--- src/rtl/ring_pkg.sv ---
// Shared types and default cadence constants for the ring cadence generator.
//   ring_state_e     : controller state encoding
//   Default*         : default on/off burst lengths and ring limit
//   max_u            : helper for deriving counter widths
package ring_pkg;

  typedef enum logic [1:0] {
    StIdle,
    StRingOn,
    StRingOff,
    StHold
  } ring_state_e;

  localparam int unsigned DefaultOnCycles  = 4;
  localparam int unsigned DefaultOffCycles = 4;
  localparam int unsigned DefaultMaxRings  = 3;

  function automatic int unsigned max_u(input int unsigned a, input int unsigned b);
    return (a > b) ? a : b;
  endfunction

endpackage

--- src/rtl/ring_phase_counter.sv ---
// Phase counter for the ring cadence: clears or increments each cycle and flags when the
// current count equals a caller-supplied terminal value.
//   clk         : clock
//   reset_n     : asynchronous active-low reset
//   clear       : load zero on the next edge (takes priority over inc)
//   inc         : increment on the next edge
//   terminal    : value at which at_terminal asserts
//   at_terminal : count == terminal (combinational compare on the registered count)
module ring_phase_counter #(
  parameter int unsigned CNT_W = 3
) (
  input  logic             clk,
  input  logic             reset_n,
  input  logic             clear,
  input  logic             inc,
  input  logic [CNT_W-1:0] terminal,
  output logic             at_terminal
);

  logic [CNT_W-1:0] count_q;

  always_ff @(posedge clk or negedge reset_n) begin
    if (!reset_n) begin
      count_q <= '0;
    end else if (clear) begin
      count_q <= '0;
    end else if (inc) begin
      count_q <= count_q + CNT_W'(1);
    end
  end

  assign at_terminal = (count_q == terminal);

endmodule

--- src/rtl/ring_cadence_gen.sv ---
// Call-side alert initiator. Emits an on/off ring cadence while a call is incoming and stops
// it on answer, dismiss, caller hang-up or after MAX_RINGS bursts, reporting the outcome as
// one-cycle status pulses on the first cycle of HOLD.
//   clk        : clock
//   reset_n    : asynchronous active-low reset
//   call_req   : level, high while a call is incoming
//   answer     : user answer request
//   dismiss    : user reject request
//   ring       : ring request to the ringer/motor selector (high in the on phase)
//   busy       : high whenever the controller is not idle
//   answered   : one-cycle pulse, call answered
//   rejected   : one-cycle pulse, call dismissed
//   missed     : one-cycle pulse, MAX_RINGS bursts elapsed unanswered
//   ring_count : completed bursts for the current call
module ring_cadence_gen
  import ring_pkg::*;
#(
  parameter  int unsigned ON_CYCLES  = DefaultOnCycles,
  parameter  int unsigned OFF_CYCLES = DefaultOffCycles,
  parameter  int unsigned MAX_RINGS  = DefaultMaxRings,
  localparam int unsigned CNT_W      = $clog2(max_u(ON_CYCLES, OFF_CYCLES) + 1),
  localparam int unsigned RC_W       = $clog2(MAX_RINGS + 1)
) (
  input  logic            clk,
  input  logic            reset_n,
  input  logic            call_req,
  input  logic            answer,
  input  logic            dismiss,
  output logic            ring,
  output logic            busy,
  output logic            answered,
  output logic            rejected,
  output logic            missed,
  output logic [RC_W-1:0] ring_count
);

  ring_state_e      state;
  logic             cadence_active;
  logic             call_event;
  logic             phase_done;
  logic             phase_inc;
  logic             phase_clear;
  logic [CNT_W-1:0] phase_term;
  logic [RC_W-1:0]  ring_count_inc;

  assign cadence_active = (state == StRingOn) || (state == StRingOff);
  // Any of these leaves the cadence, so the phase must restart from zero next time.
  assign call_event     = !call_req || answer || dismiss;
  assign ring_count_inc = ring_count + RC_W'(1);

  always_comb begin
    phase_term  = (state == StRingOn) ? CNT_W'(ON_CYCLES - 1) : CNT_W'(OFF_CYCLES - 1);
    phase_inc   = cadence_active && !call_event && !phase_done;
    phase_clear = !phase_inc;
  end

  ring_phase_counter #(
    .CNT_W(CNT_W)
  ) u_phase (
    .clk        (clk),
    .reset_n    (reset_n),
    .clear      (phase_clear),
    .inc        (phase_inc),
    .terminal   (phase_term),
    .at_terminal(phase_done)
  );

  always_ff @(posedge clk or negedge reset_n) begin
    if (!reset_n) begin
      state      <= StIdle;
      ring_count <= '0;
      answered   <= 1'b0;
      rejected   <= 1'b0;
      missed     <= 1'b0;
    end else begin
      answered <= 1'b0;
      rejected <= 1'b0;
      missed   <= 1'b0;
      unique case (state)
        StIdle: begin
          if (call_req) begin
            state      <= StRingOn;
            ring_count <= '0;
          end
        end
        StRingOn, StRingOff: begin
          // User/caller events outrank the cadence timer, including on the final burst.
          if (!call_req) begin
            state      <= StIdle;
            ring_count <= '0;
          end else if (answer) begin
            state    <= StHold;
            answered <= 1'b1;
          end else if (dismiss) begin
            state    <= StHold;
            rejected <= 1'b1;
          end else if (phase_done) begin
            if (state == StRingOn) begin
              ring_count <= ring_count_inc;
              if (ring_count_inc == RC_W'(MAX_RINGS)) begin
                state  <= StHold;
                missed <= 1'b1;
              end else begin
                state <= StRingOff;
              end
            end else begin
              state <= StRingOn;
            end
          end
        end
        StHold: begin
          if (!call_req) begin
            state      <= StIdle;
            ring_count <= '0;
          end
        end
        default: state <= StIdle;
      endcase
    end
  end

  // Moore outputs straight from state so reset drops them without a clock edge.
  assign ring = (state == StRingOn);
  assign busy = (state != StIdle);

endmodule

--- config.mk ---
export PLATFORM = sky130hd
export DESIGN_NAME = ring_cadence_gen
export DESIGN_NICKNAME = d
export VERILOG_FILES = /design/src/rtl/ring_pkg.sv /design/src/rtl/ring_phase_counter.sv /design/src/rtl/ring_cadence_gen.sv
export SDC_FILE = /design/constraint.sdc
export NUM_CORES = 1
export LEC_CHECK = 0
export CAP_MARGIN = 20
export CORE_ASPECT_RATIO = 0.9
export CORE_MARGIN = 4
export CORE_UTILIZATION = 40
export CTS_BUF_LIST = sky130_fd_sc_hd__clkbuf_4
export DETAILED_ROUTE_END_ITERATION = 7
export REMOVE_ABC_BUFFERS = 1
export SLEW_MARGIN = 10
export SYNTH_ARGS = -nofsm -noshare
export SYNTH_HDL_FRONTEND = slang
export SYNTH_HIERARCHICAL = 1
export SYNTH_SLANG_ARGS = --single-unit
--- constraint.sdc ---
create_clock -name clk -period 2.55 [get_ports clk]
set_input_delay 0.51 -clock clk [delete_from_list [all_inputs] [get_ports clk]]
set_output_delay 0.51 -clock clk [all_outputs]
set_load 0.02 [all_outputs]
==> reports/qor.txt <==
cts repair resizes: 0
CTS Sinks: 10
fin nets: 83
Clock Skews: 2.03 ps
Die Wd: 49.1 um
dominant synthesized flop cell: dfrtp_1
DR pass1 iterations: 5
Syn. warnings: 6
status: finished clean
Core Box Area: 1430 um2
largest net degree at the start of global routing: 11
num rows: 13
clock tree from TritonCTS: done
internal power: 385 uW
Clock Latency Late Sink: 260 ps
Fmax: 475 MHz
critical path class: reg -> out
Synth area leader: dfrtp_1
crit path to: busy
Initial DRC Count: 9
Mapped Cells: 56
Max stage delay on crit path: 600 ps
multi-input logic area: 334 um2
Seq/Total Area, Yosys: 0.412
port buffer count: 11
P&R area growth vs syn: 25.6%
Ports: 12
Post-synth EDFFs: 0
power share of the combinational group: 0.503
switching power: 236 uW
total track usage: 0.116
fill cell count: 134
DR vias/cell: 5.05
Max-Cap Viols: 0
initial antenna violation count: 0
FF-to-FF Start: u_phase/count_q[0]
FF/Latch Area: 250 um2
crit path max fanout: 3
Clock power frac: 0.166
CP startpoint kind: flip-flop
Final Setup Violations: 0
n_diodes: 0
CTS HTree Levels: 1
Sequential Power Share: 0.331
PD cells: 814 nW/um2
Synth top area share: 0.412
Final Cycle Share: 0.826
CTS Buffer Depth: 2
RSZ-0062 raised after global routing: false
Die H: 45.0 um
post-CTS setup buffers: 0
synthesized area: 607 um2
LEAKAGE: 0.000351 uW
R2R Setup Slk: 780 ps
Crit path arrival time: 1600 ps
residual DRC count: 0
first-pass GRT wire length: 1930 um
fraction of layout cells with a size suffix above 1: 0.141
Sum Neg Setup Slack: 0 ps
R2R depth: 7
WL/cell: 13.2 um
syn avg cell area: 10.8 um2
leading post-synthesis cells by cell area: dfrtp_1 41%, ha_1 10%, xor2_1 4.3%
full die area: 2210 um2
Final ANT Viol Nets: 0
crit path cell chain: inv_1 -> ha_1 -> inv_1 -> clkdlybuf4s50_1
final slew viol count: 0
initial core utilization: 0.424
minimum clock period: 2110 ps
global route total overflow: 0
hold bufs inserted after CTS: 0
dpl cell area: 739 um2
reg2reg end: u_phase/count_q[1]
Placer Congestion: 0.770
post-route cell area: 762 um2
Fin. Hold Viols: 0
Critical-path top delay cell: clkdlybuf4s50_1
critical path startpoint: state[1]
Post-DP HPWL: 901 um
Hold WC Path Type: reg -> reg
Vias: 434
worst endpoint required time: 2040 ps
WL final: 1130 um
distinct cell type count after synthesis: 31
Root Driver: clkbuf_4
clock slew at reported path FFs: 60 ps
Setup crit end kind: output pin
cts bufs inserted: 3
commonest non-fill, non-tap cell in the layout: clkdlybuf4s50_1
Switching Fraction: 0.380
number of global-route vias before repair: 436
VDD IR-drop max: 0.000552 V
Most common cell on crit path: inv_1
ys async rst share: 1.00
flops & latches, synth: 10
most frequent cells in the layout: 11 x clkdlybuf4s50_1, 10 x dfrtp_1, 6 x inv_1, 5 x ha_1
-- how the worst min path moves through the flow --
stage,start,end,slack [ps],depth (start not counted)
2_1_floorplan,reset_n,answered,210,0
3_3_place_gp,state[0],state[0],550,1
3_5_place_dp,state[0],state[0],560,1
4_1_cts,ring_count[0],ring_count[0],570,2
5_1_grt,reset_n,answered,600,1
6_report,ring_count[0],ring_count[0],560,2
-- routing by layer --
layer | routed length, um | GRT usage | vias up
met5 | 0 | 0 | -
met4 | 0 | 0.0161 | 0
met3 | 35 | 0.0528 | 0
met2 | 574 | 0.198 | 6
met1 | 520 | 0.140 | 204
li1 | - | - | 224
-- state kept, by name, summed over array words and instances, names as in the netlist --
signal           cells
missed               1
u_phase/count_q      3
state                2
ring_count           2
rejected             1
answered             1
-- power groups by stage --
| stage | Sequential (uW) | Combinational (uW) | Clock, uW |
|---|---|---|---|
| CTS | 205 | 317 | 112 |
| global placement | 207 | 319 | 0 |
| detailed placement | 209 | 316 | 0 |
| finish | 205 | 312 | 103 |
| floorplan | 216 | 201 | 0 |
| global route | 210 | 350 | 116 |
-- stage by stage --
stage	instances	util	setup slack, ps	hold WS (ps)	total power [uW]
final	86	0.532	444	565	620
after global routing	86	0.532	336	596	677
after CTS	86	0.532	426	571	634
after detailed placement	83	0.517	356	560	524
after global placement	83	0.517	405	551	527
after floorplan	57	-	876	214	418
-- kinds of logic after synthesis --
| group | Yosys count | share of synthesized area |
|---|---|---|
| other cells | 2 | 0.0124 |
| compound gates | 10 | 0.126 |
| xor+xnor | 4 | 0.0577 |
| flops | 10 | 0.412 |
| buf+inv | 7 | 0.0433 |
| fa+ha+maj | 5 | 0.103 |
| simple gates | 15 | 0.173 |
| mux | 3 | 0.0722 |
-- Yosys cell counts, types with 2 or more instances --
master and n:
nor2_1 2, conb_1 2, ha_1 5, dfrtp_1 10, and3_1 2, xor2_1 3
a21oi_1 3, inv_1 6
-- worst max-delay path: cells and delay by family, from the launching register on --
kind	cells	cell delay, ps
fa+ha+maj	1	220
buf+inv	3	740
flops	1	390
-- area by class of cell --
type | instances | area share
inverters | 7 | 0.0345
well taps | 15 | 0.0246
flip-flops and latches | 10 | 0.328
repair buffers | 11 | 0.144
clock buffers | 3 | 0.0296
multi-input cells | 40 | 0.438
(Power assumes the default switching activity.)
==> edit 1: new RTL, same settings <==
`DefaultOnCycles`: 4 -> 8.
--- a/src/rtl/ring_pkg.sv
+++ b/src/rtl/ring_pkg.sv
@@ -11,7 +11,7 @@
     StHold
   } ring_state_e;
 
-  localparam int unsigned DefaultOnCycles  = 4;
+  localparam int unsigned DefaultOnCycles  = 8;
   localparam int unsigned DefaultOffCycles = 4;
   localparam int unsigned DefaultMaxRings  = 3;
 
Formal check against the unedited RTL: not equivalent (Yosys sat finds a counterexample within 10 cycles, from zero or initial values and one cycle with reset_n low).
==> edit 1 against the unedited design <==
  * Wire length rose by 7.9%
  * Design area rose by 11%
  * Synthesized area rose by 9.5%
  * Combinational power rose by 16%
  * Fmax fell by 7.7%
  * Sequential cell count rose by 1
  * Synthesized cell count rose by 11%
  * Hold slack improved by 6.5 ps
  * Sequential share of layout area fell by 0.39 points
  * Power rose by 13%
  * First-iteration DRC count fell by 67%
  * Setup slack got worse by 180 ps
  * Via count rose by 10%
  * Critical endpoint is now u_phase/count_q[3]$_DFFE_PN0P_
==> edit 1: results (changes against the unedited design) <==
[status]
outcome=complete, no violations

[cells_and_area]
layout-drive-gt1-share_pct=16.3  ; +2.2 points
stdcell_count=102  ; +19%
final-seq-area_um2=275  ; +10%
fin_nets=91  ; +9.6%
largestRegisters=u_phase/count_q x4, ring_count x2, state x2
fillers=151  ; +13%

[logic_synthesis]
synthTopCellsByCount=dfrtp_1, inv_1, ha_1, a21oi_1, xor2_1
synth.area.top_cells=dfrtp_1, ha_1, xor2_1
yosysSeqAreaShare_pct=41.4  ; +0.19 points
synthAdderAreaFrac_pct=9.42  ; -0.89 points
synth-xor-area-share_pct=6.59  ; +0.82 points
yosysUniqueCellTypes=33  ; +6.5%
synth_area_per_cell_um2=10.7  ; -1.1%

[critical_path]
critPathMaxFanout=6  ; +3
timing_worst_setup_path_type=reg2reg
r2r_cells=9  ; +2
crit_end=u_phase/count_q[3]$_DFFE_PN0P_
rr_startpoint=state[1]$_DFFE_PN0P_
critPathSlowestCell=dfrtp_1
arrival_ps=2430  ; +830 ps

[drt]
drtIter0Drc=3  ; -6
wire_per_inst_um=12.0  ; -9.1%
vias_per_cell=4.69  ; -7.1%
dr.pass1.iters=2  ; -3

[timing]
finClkSkew_ps=3.30  ; +1.27 ps
holdWs_ps=571  ; +6.53 ps

[grt]
gr-usage-met2_pct=20.8  ; +1.0 points
gr-usage-met3_pct=6.80  ; +1.5 points
grt_usage_pct=13.3  ; +1.6 points
grt_pass1_wl_um=2240  ; +16%
grt_pass1_vias=484  ; +11%
grt_max_degree=12  ; +1

[place]
place_inst=98  ; +18%
placedInstanceArea_um2=821  ; +11%
dp_worst_setup_slack_ps=186  ; -171 ps

[power]
leakage_nw=0.397  ; +13%
peakVddDrop_mv=0.449  ; -19%

-- edit 1: layout make-up --
cell class / count / area share [%]
Sequential cell: 11 / 32.4
Clock buffer: 3 / 2.65
Inverter: 7 / 3.10
Tap cell: 22 / 3.24
Timing Repair Buffer: 13 / 14.7
Clock inverter: 1 / 0.590
Multi-Input combinational cell: 45 / 43.2
-- edit 1: critical path, delay by kind of cell, from the launching register on --
kind,cells,cell delay (ps)
adder cells (fa/ha/maj),1,240
XOR/XNOR,1,160
multiplexers,1,310
AND/OR/NAND/NOR,4,850
buffers and inverters,2,210
flip-flops,1,400
-- edit 1: metal layers --
layer	vias up	wire length (um)
met1	217	576
met4	0	0
met5	-	0
li1	250	-
met3	0	90
met2	11	554
-- edit 1: power breakdown --
part | internal [mW] | total (mW) | switching, mW
logic | 0.171 | 0.361 | 0.191
clock network | 0.0580 | 0.116 | 0.0576
registers | 0.205 | 0.227 | 0.0218
==> edit 2: new RTL, same flow settings <==
Made on the original files. Encoding of `ring_state_e`: now one-hot (4 bits for 4 states).
--- a/src/rtl/ring_pkg.sv
+++ b/src/rtl/ring_pkg.sv
@@ -4,11 +4,11 @@
 //   max_u            : helper for deriving counter widths
 package ring_pkg;
 
-  typedef enum logic [1:0] {
-    StIdle,
-    StRingOn,
-    StRingOff,
-    StHold
+  typedef enum logic [3:0] {
+    StIdle    = 4'b0001,
+    StRingOn  = 4'b0010,
+    StRingOff = 4'b0100,
+    StHold    = 4'b1000
   } ring_state_e;
 
   localparam int unsigned DefaultOnCycles  = 4;
Behaviour: no difference found for any inputs over 10 cycles, from zero or initial values and one cycle with reset_n low; not proved beyond that.
==> edit 2 against the unedited design <==
  * Synthesized area up 26%
  * Design area up 20%
  * Wire length up 20%
  * Critical path depth down 2
  * Setup slack worse by 340 ps
  * Power down 0.31%
  * Hold slack worse by 32 ps
  * Sequential cell count up 2
==> edit 2: results (changes against the unedited design) <==
[cells_and_area]
fin_nets=96  ; +16%
fillers=161  ; +20%
num_antenna_cells=0  ; unchanged
largestRegisters=state x4, u_phase/count_q x3, ring_count x2
layout-drive-gt1-share_pct=14.8  ; +0.69 points

[cts]
root_buffer=clkbuf_4
clk_latency_ps=270
cts.path.max_buffers=2  ; unchanged
htreeDepth=1  ; unchanged
hold_buffers=0  ; unchanged
clk_pin_slew_worst_paths_ps=70
cts_made_buffers=3  ; unchanged
cts_resized=0  ; unchanged
cts_setup_buffers=0  ; unchanged

[critical_path]
critPathSlowestCell=dfstp_2
critPathMaxFanout=10  ; +7
rr_startpoint=state[0]$_DFFE_PN1P_
r2r_slack_ps=780  ; about the same
cp_top_family=flip-flops
slowest_delay_ps=630  ; +30 ps
reg2reg_to=ring_count[0]$_DFFE_PN0P_
arrival_ps=1930  ; +330 ps
r2r_cells=4  ; -3

[hold_path]
hold_path_depth=1  ; -1
hold_path_class=reg2reg
whs_endpoint=ring_count[1]$_DFFE_PN0P_
min_from=ring_count[1]$_DFFE_PN0P_

[logic_synthesis]
synth-xor-area-share_pct=6.89  ; +1.1 points
yosysUniqueCellTypes=34  ; +9.7%
synth_compound_area_share_pct=13.6  ; +1.0 points
async_reset_ff_share_pct=100  ; unchanged
muxShareOfSynthArea_pct=5.74  ; -1.5 points
yosys_warnings=6  ; unchanged
synthAdderAreaFrac_pct=3.28  ; -7.0 points
synth.area.top_cells=dfrtp_1, xor2_1, nor2_1
synthTopCellsByCount=dfrtp_1, nor2_1, xor2_1, o21ai_0
yosysSeqAreaShare_pct=39.5  ; -1.7 points

[drt]
dr_total_vias=545  ; +26%
drtIter0Drc=1  ; -8
wire_per_inst_um=12.1  ; -8.2%
dr.pass1.iters=3  ; -2

[grt]
grt_pass1_vias=468  ; +7.3%
grt_pass1_wl_um=2200  ; +14%
antenna_found_initial=0  ; unchanged
grt_usage_pct=11.9  ; +0.28 points
grt_max_degree=13  ; +2

[power]
peakVddDrop_mv=0.517  ; -6.4%
leakage_nw=0.407  ; +16%

[status]
outcome=complete, no violations

[place]
portBuffers=11  ; unchanged
dp_worst_setup_slack_ps=292  ; -64.6 ps
place_hpwl_um=996  ; +11%
finalWeightedCongestion=0.717  ; -6.8%

[timing]
finClkSkew_ps=1.63  ; -0.394 ps
tightest_slew_ps=527

-- edit 2: cell types whose count changed after synthesis, moves of 2 or more --
cell     delta
nor2_1      +7
ha_1        -3
buf_2       +3
or2_2       +2
a22o_1      +2
o21ai_0     +4
and3_1      -2
inv_1       -3
buf_6       +2
or4b_1      +2
mux2_1      +2
xor2_1      +2
-- edit 2: layer usage --
layer  GRT usage (%)  share of wire [%]  vias up
met5               0                  0        -
met1            16.0                 47      242
li1                -                  -      287
met3            5.81                7.2        5
met2            15.3                 43       11
met4            6.22                1.9        0
-- edit 2: cells by family after synthesis --
| logic type | Yosys count |
|---|---|
| AOI/OAI and AO/OA | 14 |
| xor gates and xnor gates | 6 |
| adders and majority gates | 2 |
| buffers and inverters | 8 |
| DFF | 12 |
| muxes | 4 |
| other | 2 |
| and+or+nand+nor | 27 |
-- edit 2: per-stage QoR --
stage,utilization [%],instances,cell area (um^2),hold slack [ps],power [mW]
4_1_cts,52.5,112,911,543,0.628
5_1_grt,52.5,112,911,562,0.668
6_report,52.5,112,911,533,0.618
3_5_place_dp,51.0,108,885,526,0.507
3_3_place_gp,51.0,108,885,530,0.503
2_1_floorplan,-,71,729,214,0.419
-- edit 2: power breakdown --
group,internal (mW),total [mW],switching [mW]
combinational,0.124,0.235,0.111
sequential,0.218,0.267,0.0494
clock,0.0567,0.116,0.0592
-- edit 2: cell type report --
cell class              count  area share [%]
flip-flops and latches     12            33.1
clock buffers               3            2.47
well taps                  24            3.30
repair buffers             13            13.7
multi-input cells          56            45.7
clock inverters             1           0.412
inverters                   3            1.24
-- edit 2: worst max-delay path by stage --
| stage | end | slack, ps | from | cells past startpoint |
|---|---|---|---|---|
| after floorplan | ring_count[0]$_DFFE_PN0P_ | 760 | state[2]$_DFFE_PN0P_ | 4 |
| after global placement | ring_count[0]$_DFFE_PN0P_ | 330 | call_req | 5 |
| after detailed placement | ring_count[0]$_DFFE_PN0P_ | 290 | call_req | 5 |
| after CTS | busy | 90 | state[0]$_DFFE_PN1P_ | 2 |
| after global routing | busy | 30 | state[0]$_DFFE_PN1P_ | 2 |
| final | busy | 110 | state[0]$_DFFE_PN1P_ | 2 |
